### src/rtl/delta_calc_pkg.sv
// Shared constants and FSM state types for the delta_calc AXI4-Lite register bank.
package delta_calc_pkg;

  localparam int NUM_REGS = 4;

  localparam logic [1:0] RESP_OKAY   = 2'b00;
  localparam logic [1:0] RESP_SLVERR = 2'b10;

  localparam logic [1:0] REG_CTRL = 2'd0;
  localparam logic [1:0] REG_CFG  = 2'd1;
  localparam logic [1:0] REG_DATA = 2'd2;
  localparam logic [1:0] REG_STAT = 2'd3;

  localparam logic [31:0] RD_ERR_FILL = 32'hDEADBEEF;

  typedef enum logic [1:0] {
    W_IDLE   = 2'd0,
    W_HAVE_A = 2'd1,
    W_HAVE_D = 2'd2,
    W_RESP   = 2'd3
  } wr_state_t;

  typedef enum logic {
    R_IDLE = 1'b0,
    R_RESP = 1'b1
  } rd_state_t;

endpackage

### src/rtl/delta_calc_strb_merge.sv
// Byte-strobe merge: replaces the bytes of old_word selected by wstrb with the
// matching bytes of wdata.
module delta_calc_strb_merge #(
  parameter int WIDTH = 32
) (
  input  logic [WIDTH-1:0]   old_word,
  input  logic [WIDTH-1:0]   wdata,
  input  logic [WIDTH/8-1:0] wstrb,
  output logic [WIDTH-1:0]   new_word
);

  always_comb begin
    new_word = old_word;
    for (int k = 0; k < WIDTH / 8; k++) begin
      if (wstrb[k]) new_word[8*k +: 8] = wdata[8*k +: 8];
    end
  end

endmodule

### src/rtl/delta_calc_axil_slave.sv
// AXI4-Lite responder for the four delta_calc control/status registers.
// Optional out-of-range SLVERR decoding is enabled by DELTA_CALC_AXIL_SLVERR_EN.
module delta_calc_axil_slave
  import delta_calc_pkg::*;
#(
  parameter int C_S_AXI_DATA_WIDTH = 32,
  parameter int C_S_AXI_ADDR_WIDTH = 6
) (
  input  logic                                       ACLK,
  input  logic                                       ARESETN,
  input  logic [C_S_AXI_ADDR_WIDTH-1:0]              S_AXI_AWADDR,
  input  logic [2:0]                                 S_AXI_AWPROT,
  input  logic                                       S_AXI_AWVALID,
  output logic                                       S_AXI_AWREADY,
  input  logic [C_S_AXI_DATA_WIDTH-1:0]              S_AXI_WDATA,
  input  logic [C_S_AXI_DATA_WIDTH/8-1:0]            S_AXI_WSTRB,
  input  logic                                       S_AXI_WVALID,
  output logic                                       S_AXI_WREADY,
  output logic [1:0]                                 S_AXI_BRESP,
  output logic                                       S_AXI_BVALID,
  input  logic                                       S_AXI_BREADY,
  input  logic [C_S_AXI_ADDR_WIDTH-1:0]              S_AXI_ARADDR,
  input  logic [2:0]                                 S_AXI_ARPROT,
  input  logic                                       S_AXI_ARVALID,
  output logic                                       S_AXI_ARREADY,
  output logic [C_S_AXI_DATA_WIDTH-1:0]              S_AXI_RDATA,
  output logic [1:0]                                 S_AXI_RRESP,
  output logic                                       S_AXI_RVALID,
  input  logic                                       S_AXI_RREADY,
  output logic [NUM_REGS-1:0][C_S_AXI_DATA_WIDTH-1:0] reg_out,
  output logic [NUM_REGS-1:0]                        reg_wr_pulse
);

  localparam int SW = C_S_AXI_DATA_WIDTH / 8;

  wr_state_t wr_state, wr_state_nxt;
  rd_state_t rd_state, rd_state_nxt;

  logic                          rst_done;
  logic                          aw_hs, w_hs, b_hs, ar_hs, r_hs;
  logic                          wr_commit;
  logic [C_S_AXI_ADDR_WIDTH-1:0] aw_addr_q, wr_addr;
  logic [C_S_AXI_DATA_WIDTH-1:0] w_data_q, wr_data, merged;
  logic [SW-1:0]                 w_strb_q, wr_strb;
  logic [1:0]                    wr_idx, rd_idx;
  logic                          wr_ok, rd_ok;
  logic [NUM_REGS-1:0][C_S_AXI_DATA_WIDTH-1:0] regs;
  logic                          unused_bits;

  // rst_done keeps every READY low until the cycle after reset is released
  assign S_AXI_AWREADY = rst_done && (wr_state == W_IDLE || wr_state == W_HAVE_D);
  assign S_AXI_WREADY  = rst_done && (wr_state == W_IDLE || wr_state == W_HAVE_A);
  assign S_AXI_BVALID  = (wr_state == W_RESP);
  assign S_AXI_ARREADY = rst_done && (rd_state == R_IDLE);
  assign S_AXI_RVALID  = (rd_state == R_RESP);

  assign aw_hs = S_AXI_AWVALID && S_AXI_AWREADY;
  assign w_hs  = S_AXI_WVALID  && S_AXI_WREADY;
  assign b_hs  = S_AXI_BVALID  && S_AXI_BREADY;
  assign ar_hs = S_AXI_ARVALID && S_AXI_ARREADY;
  assign r_hs  = S_AXI_RVALID  && S_AXI_RREADY;

  assign wr_idx = wr_addr[3:2];
  assign rd_idx = S_AXI_ARADDR[3:2];

`ifdef DELTA_CALC_AXIL_SLVERR_EN
  assign wr_ok = (wr_addr[C_S_AXI_ADDR_WIDTH-1:4] == '0);
  assign rd_ok = (S_AXI_ARADDR[C_S_AXI_ADDR_WIDTH-1:4] == '0);
`else
  assign wr_ok = 1'b1;
  assign rd_ok = 1'b1;
`endif

  assign unused_bits = ^{S_AXI_AWPROT, S_AXI_ARPROT, wr_addr, S_AXI_ARADDR};

  always_ff @(posedge ACLK) begin
    if (!ARESETN) begin
      wr_state <= W_IDLE;
      rd_state <= R_IDLE;
    end else begin
      wr_state <= wr_state_nxt;
      rd_state <= rd_state_nxt;
    end
  end

  // The commit uses whichever half was held plus the half arriving this cycle
  always_comb begin
    wr_state_nxt = wr_state;
    wr_commit    = 1'b0;
    wr_addr      = S_AXI_AWADDR;
    wr_data      = S_AXI_WDATA;
    wr_strb      = S_AXI_WSTRB;
    case (wr_state)
      W_IDLE: begin
        if (aw_hs && w_hs) begin
          wr_commit    = 1'b1;
          wr_state_nxt = W_RESP;
        end else if (aw_hs) begin
          wr_state_nxt = W_HAVE_A;
        end else if (w_hs) begin
          wr_state_nxt = W_HAVE_D;
        end
      end
      W_HAVE_A: begin
        wr_addr = aw_addr_q;
        if (w_hs) begin
          wr_commit    = 1'b1;
          wr_state_nxt = W_RESP;
        end
      end
      W_HAVE_D: begin
        wr_data = w_data_q;
        wr_strb = w_strb_q;
        if (aw_hs) begin
          wr_commit    = 1'b1;
          wr_state_nxt = W_RESP;
        end
      end
      W_RESP: begin
        if (b_hs) wr_state_nxt = W_IDLE;
      end
      default: wr_state_nxt = W_IDLE;
    endcase
  end

  always_comb begin
    rd_state_nxt = rd_state;
    case (rd_state)
      R_IDLE:  if (ar_hs) rd_state_nxt = R_RESP;
      R_RESP:  if (r_hs)  rd_state_nxt = R_IDLE;
      default: rd_state_nxt = R_IDLE;
    endcase
  end

  delta_calc_strb_merge #(
    .WIDTH(C_S_AXI_DATA_WIDTH)
  ) u_strb_merge (
    .old_word(regs[wr_idx]),
    .wdata   (wr_data),
    .wstrb   (wr_strb),
    .new_word(merged)
  );

  // Reads sample regs before this edge's write lands, so a colliding read sees the old value
  always_ff @(posedge ACLK) begin
    if (!ARESETN) begin
      rst_done     <= 1'b0;
      aw_addr_q    <= '0;
      w_data_q     <= '0;
      w_strb_q     <= '0;
      regs         <= '0;
      reg_wr_pulse <= '0;
      S_AXI_BRESP  <= RESP_OKAY;
      S_AXI_RDATA  <= '0;
      S_AXI_RRESP  <= RESP_OKAY;
    end else begin
      rst_done     <= 1'b1;
      reg_wr_pulse <= '0;
      if (aw_hs) aw_addr_q <= S_AXI_AWADDR;
      if (w_hs) begin
        w_data_q <= S_AXI_WDATA;
        w_strb_q <= S_AXI_WSTRB;
      end
      if (wr_commit) begin
        S_AXI_BRESP <= wr_ok ? RESP_OKAY : RESP_SLVERR;
        if (wr_ok) begin
          regs[wr_idx]         <= merged;
          reg_wr_pulse[wr_idx] <= 1'b1;
        end
      end
      if (ar_hs) begin
        S_AXI_RDATA <= rd_ok ? regs[rd_idx] : RD_ERR_FILL;
        S_AXI_RRESP <= rd_ok ? RESP_OKAY : RESP_SLVERR;
      end
    end
  end

  assign reg_out[REG_CTRL] = regs[REG_CTRL];
  assign reg_out[REG_CFG]  = regs[REG_CFG];
  assign reg_out[REG_DATA] = regs[REG_DATA];
  assign reg_out[REG_STAT] = regs[REG_STAT];

endmodule

### config.mk
export PLATFORM = sky130hd
export DESIGN_NAME = delta_calc_axil_slave
export DESIGN_NICKNAME = d
export VERILOG_FILES = /design/src/rtl/delta_calc_pkg.sv /design/src/rtl/delta_calc_strb_merge.sv /design/src/rtl/delta_calc_axil_slave.sv
export SDC_FILE = /design/constraint.sdc
export NUM_CORES = 1
export LEC_CHECK = 0
export BUFFER_PORTS_ARGS = -buffer_cell sky130_fd_sc_hd__buf_2
export CAP_MARGIN = 20
export CELL_PAD_IN_SITES_DETAIL_PLACEMENT = 1
export CELL_PAD_IN_SITES_GLOBAL_PLACEMENT = 2
export CORE_MARGIN = 3
export CORE_UTILIZATION = 30
export CTS_BUF_LIST = sky130_fd_sc_hd__clkbuf_4 sky130_fd_sc_hd__clkbuf_8
export CTS_CLUSTER_SIZE = 24
export DETAILED_ROUTE_END_ITERATION = 6
export PLACE_DENSITY = 0.89
export REMOVE_ABC_BUFFERS = 1
export SETUP_SLACK_MARGIN = 0.15
export SYNTH_ARGS = -nofsm -noshare
export SYNTH_HDL_FRONTEND = slang
export SYNTH_SLANG_ARGS = --single-unit
### constraint.sdc
create_clock -name ACLK -period 2.1 [get_ports ACLK]
set_clock_uncertainty 0.15 [all_clocks]
set_input_delay 0.42 -clock ACLK [delete_from_list [all_inputs] [get_ports ACLK]]
set_output_delay 0.42 -clock ACLK [all_outputs]
set_load 0.02 [all_outputs]
# Word level (Yosys, flattened, before mapping)
# Cells that the tools add are included.
[totals]
mem_count = 0
romBits = 0
reg_bits = 208
latch_bits = 0
word_cells = 69
ram_bits = 0
[op_classes]
n_div = 0
magnitude_cmp = 3
eq_ne = 7
n_shift = 0
mul = 0
reduce_logical = 15
add_sub_neg = 0
bitwise = 1
muxes = 31
[ops]
columns = ["cell", "count"]
rows = [
  ["$bmux W32 S2", 2],
  ["$bwmux W128", 1],
  ["$mux W32", 4],
  ["$demux W32 S2", 1],
  ["$mux W8", 4],
  ["$mux W2", 6],
  ["$logic_and A1 B1 Y1", 10],
  ["$mux W4", 2],
  ["$pmux W2 S4", 1],
  ["$mux W1", 7],
  ["$lt A2 B3 Y1 const B", 2],
  ["$eq A2 B2 Y1 const B", 2],
  ["$ne A2 B2 Y1 const B", 2],
  ["$ne A4 B3 Y1 const B", 1],
  ["$reduce_and A4 Y1", 1],
  ["$pmux W1 S3", 1],
  ["$demux W1 S2", 1],
  ["$eq A2 B1 Y1 const B", 1],
  ["$ge A2 B1 Y1 const B", 1],
  ["$logic_not A2 Y1", 1],
  ["$logic_or A1 B1 Y1", 2],
  ["$ne A2 B1 Y1 const B", 1],
  ["$pmux W1 S2", 1],
  ["$reduce_and A2 Y1", 1],
  ["$not A1 Y1", 1],
]

# Logic depth before layout (Yosys ltp)
[depth]
ltp_word = 8
ltp_mapped = 9
depth_no_buf = 6

# Hierarchy
# Synthesis repeated with hierarchy kept, for this count alone.
[hier_totals]
cells_unflattened = 978
hier_area_um2 = 10319.9
[by_module_without_submodules]
columns = ["module", "instances", "seq_area_each_um2", "cells_each", "area_per_inst_um2"]
rows = [
  ["delta_calc_axil_slave", 1, 4124.0, 942, 9794.4],
  ["delta_calc_strb_merge", 1, 0.0, 36, 525.5],
]

# Worst setup path after synthesis
# OpenSTA, ideal clock, no wires.
[synth_timing]
path_type = "register -> register"
from = "reg wr_state[1]"
to = "reg regs, in the netlist reg_out[45]"
slack_ns = 0.035
path_stages_with_launch = 9
t_arrival_ns = 1.798
setup_ns = 0.117
period_less_slack_ns = 2.065
cell_sequence = "dfxtp_1 > inv_1 > ha_1 > buf_4 > a22o_1 > o221ai_2 > buf_4 > nor2_1 > a32o_1"
[synth_via]
elab_chain_cells = 7
elab_cells_between_ends = 26
cone_classes = "2 x order compare; 2 x eq/ne; 13 x mux; 9 x reduce/logical"
[synth_lines]
columns = ["item", "line", "rtl"]
rows = [
  ["start: declaration", "delta_calc_axil_slave.sv:36", "wr_state_t wr_state, wr_state_nxt;"],
  ["start signal: assignment", "delta_calc_axil_slave.sv:81", "wr_state <= wr_state_nxt;"],
  ["$eq A2 B1 Y1, or another cell as far along", "delta_calc_axil_slave.sv:52, delta_calc_axil_slave.sv:93", ""],
  ["$mux W4, or another cell as far along", "delta_calc_axil_slave.sv:93", "case (wr_state)"],
  ["$lt A2 B3 Y1 (not written as such), or another cell as far along", "delta_calc_axil_slave.sv:167", "regs[wr_idx] <= merged;"],
  ["$logic_and A1 B1 Y1, on equally long branches", "delta_calc_axil_slave.sv:167, delta_calc_axil_slave.sv:57, delta_calc_axil_slave.sv:58", ""],
  ["$mux W32 (not written as such) / $logic_and A1 B1 Y1 (equally long branches)", "delta_calc_axil_slave.sv:167, delta_calc_axil_slave.sv:95", ""],
  ["$demux W32 S2 / $mux W1 (equally long branches)", "delta_calc_axil_slave.sv:167, delta_calc_axil_slave.sv:95", ""],
  ["$bwmux W128 / $pmux W1 S3 (equally long branches)", "delta_calc_axil_slave.sv:167, delta_calc_axil_slave.sv:93", ""],
  ["end signal: indexed assignment", "delta_calc_axil_slave.sv:167", ""],
  ["end: declaration", "delta_calc_axil_slave.sv:47", "logic [NUM_REGS-1:0][C_S_AXI_DATA_WIDTH-1:0] regs;"],
]
# Several ways; a longest one is shown, not always the timed one. The select of a mux whose other input is x is not followed.
# A chain may end at the register's enable or synchronous reset.

# Worst setup path in the final report
[layout_timing]
from = "reg wr_state[1]"
to = "reg regs, in the netlist reg_out[0]"
# The elaborated chain is that of the path after synthesis.

==> metrics <==
outcome=finished, violations left; failing checks=negative setup slack; Crit Path Category=reg2reg; Cell Area, Synth=10100 sq um; Area growth syn-to-layout=73.1%; TritonRoute pass-1 iters=6; Worst slew margin=0.514; Clk pwr share=0.292; leading area contributor after synthesis=dfxtp_1; Via Count=between 10000 and 15000; clk slew on worst S/H paths=0.09 ns; fin nets=1626; combinational power share=0.425; DRT iter0 DRCs=approximately 1300; Die X=between 150 and 200 microns; max-slew violations=0; commonest non-fill, non-tap cell in the layout=buf_2; worst r2r dst=reg_out[0]; final WL=about 61000 microns; R2R setup slack=-0.37 ns; Die H=approximately 190 microns; final setup fails=149; CP startpoint kind=flop; Clock Tree Buf Depth=3; distinct cell type count of the synthesized netlist=50; vias per inst=6.18; initial core utilization=0.307; H-Tree Level Count=2; setup ws final=-0.374 ns; Fill cells=3598; die area=35900 sq um; top-area cell type share of the netlist area=0.408; worst hold stages=3; largest net degree at the start of global routing=44; antenna-violating nets left=0; Primary FF master, synth=dfxtp_1; Tmin final=~2.5 ns; Cell Int Power=9.84 mW; GRT Util Overall=0.291; initial antenna violation count=1; CTS buffer count=40; Worst-Skew Late Latency=0.56 ns; Hold WC Path Type=in2reg; Final Util=0.532; VDD IR max=0.000398 V; vias in the first global route=12576; Final HPWL DP=29300 microns; CP required=2.41 ns; Pleak=7.16 nW; Hold Vio Cnt, Final=0; top post-synthesis cells by area=dfxtp_1 41%, o21ai_0 7.1%, mux4_2 7.1%; Core Region=roughly 33000 sq um; CTS tree=built; grt total ovfl=0; layout cells sized above 1=0.540; Sequential Power Share=0.283; ys async rst share=0; DR DRC count=0; maximum clock frequency=slightly above 400 MHz; crit path capture type=flop; Hold Path Sink=w_data_q[30]; Worst Tran Pin Value=0.728 ns; Ports=about 230; maxcap violations=0; Avg Inst Size Synth=8.73 sq um; hold_ws=0.0168 ns; Port Buffers=between 200 and 250; cell count after synthesis=1156; switching portion of total power=0.372; commonest non-fill, non-tap cells in the layout=210 x buf_2, 202 x dfxtp_1, 97 x o21ai_1; Psw=a little under 6 mW; gpl congestion=a little over 0.8; worst r2r src=wr_state[1]; root buffer cell=clkbuf_8; setup TNS=-30.59 ns; synthesized flop and latch total=206; r2r worst-path depth=11; HP Start=S_AXI_WDATA[30]; yosys warns=0; Sinks on Clock Net=206; WP data arrival=2.79 ns; first-pass GRT wire length=80400 microns; Rows=66; Pwr Density=896 nW/um^2; Pwr Total=15.7 mW; RSZ-0062 raised after global routing=yes; crit-path max FO=6; number of flops mapped to enable cells by yosys=0; routed wire length per instance=just over 30 microns; sequential area share after synthesis=0.408; crit share post-route=1.18
[worst max path at each step]
stage                     from            to  slack [ns]  cells past startpoint
2_1_floorplan      wr_state[1]   reg_out[33]       -1.52                      6
3_3_place_gp   S_AXI_AWADDR[2]   reg_out[48]       -0.10                      6
3_5_place_dp       wr_state[1]  reg_out[112]       -0.20                      8
4_1_cts            wr_state[1]  S_AXI_WREADY       -0.19                      6
5_1_grt            wr_state[1]    reg_out[0]       -0.34                     11
6_report           wr_state[1]    reg_out[0]       -0.37                     11
[power groups by stage]
stage | combinational (mW) | clock (mW) | sequential [mW]
global placement | 3.29 | 0 | 4.40
finish | 6.66 | 4.57 | 4.44
detailed placement | 3.38 | 0 | 4.42
CTS | 5.09 | 4.48 | 4.37
floorplan | 1.41 | 0 | 4.52
global route | 6.79 | 4.77 | 4.46
[layer usage]
metal	wire length (microns)	GRT usage	up-vias
met1	23300	0.361	6194
met4	4200	0.135	0
met2	28200	0.485	868
met5	0	0	-
li1	-	-	5173
met3	5690	0.0580	305
[metrics by stage]
stage | setup slack [ns] | std cells | cell area, sq um
6_report | -0.374 | 2030 | 17500
5_1_grt | -0.336 | 2029 | 17500
3_3_place_gp | -0.104 | 1796 | 12400
2_1_floorplan | -1.52 | 1038 | 9560
4_1_cts | -0.186 | 1996 | 16000
3_5_place_dp | -0.201 | 1796 | 12400
[Yosys cell counts, types with 21 or more instances]
cell type and instances:
dfxtp_1 206, mux4_2 32, nand2_1 142, nand3b_1 33, a211oi_1 25, nand3_1 110, o21ai_1 58, clkbuf_1 77
buf_4 21, and4b_1 23, a41o_1 27, a21oi_1 73, o21ai_0 144, o311ai_0 32
[kinds of logic after synthesis]
family | after synthesis | synth area share
other | 1 | 0.000371
and+or+nand+nor | 365 | 0.190
adders and majority gates | 4 | 0.00496
muxes | 51 | 0.0920
buffers and inverters | 130 | 0.0580
AOI/OAI and AO/OA | 399 | 0.246
DFF | 206 | 0.408
[worst max-delay path: stages (launching register included)]
cell      delay (ns)
dfxtp_4         0.40
inv_4           0.05
ha_4            0.21
buf_6           0.15
buf_6           0.11
nor3b_4         0.25
buf_6           0.15
buf_8           0.13
buf_12          0.16
a211oi_2        0.07
a41o_1          0.30
o21ai_1         0.22
[final cells by class]
| cell class | instances | area (sq um) | area share |
|---|---|---|---|
| Multi-Input combinational cell | 823 | 6980 | 0.399 |
| Timing Repair Buffer | 481 | 4910 | 0.281 |
| Clock buffer | 60 | 776 | 0.0444 |
| Sequential cell | 206 | 4130 | 0.236 |
| Clock inverter | 8 | 90.1 | 0.00515 |
| Antenna cell | 1 | 2.50 | 0.000143 |
| Inverter | 9 | 37.5 | 0.00215 |
| Tap cell | 442 | 553 | 0.0316 |
[flip-flops by register name, indices dropped and copies added, names as in the netlist]
name / cells
reg_out: 128
S_AXI_RDATA: 32
w_data_q: 32
reg_wr_pulse: 4
w_strb_q: 4
aw_addr_q: 2
wr_state: 2
S_AXI_RVALID: 1
rst_done: 1
[timing repair]
item                                    4_1_cts  5_1_grt
hold endpoints to repair                     34        0
setup buffers                                73       16
endpoints found under the setup margin      172      174
gates resized for setup                     381      246
pin swaps                                   145      142
gates cloned                                 25       17
hold buffers                                 34        0
(Power assumes the default switching activity.)
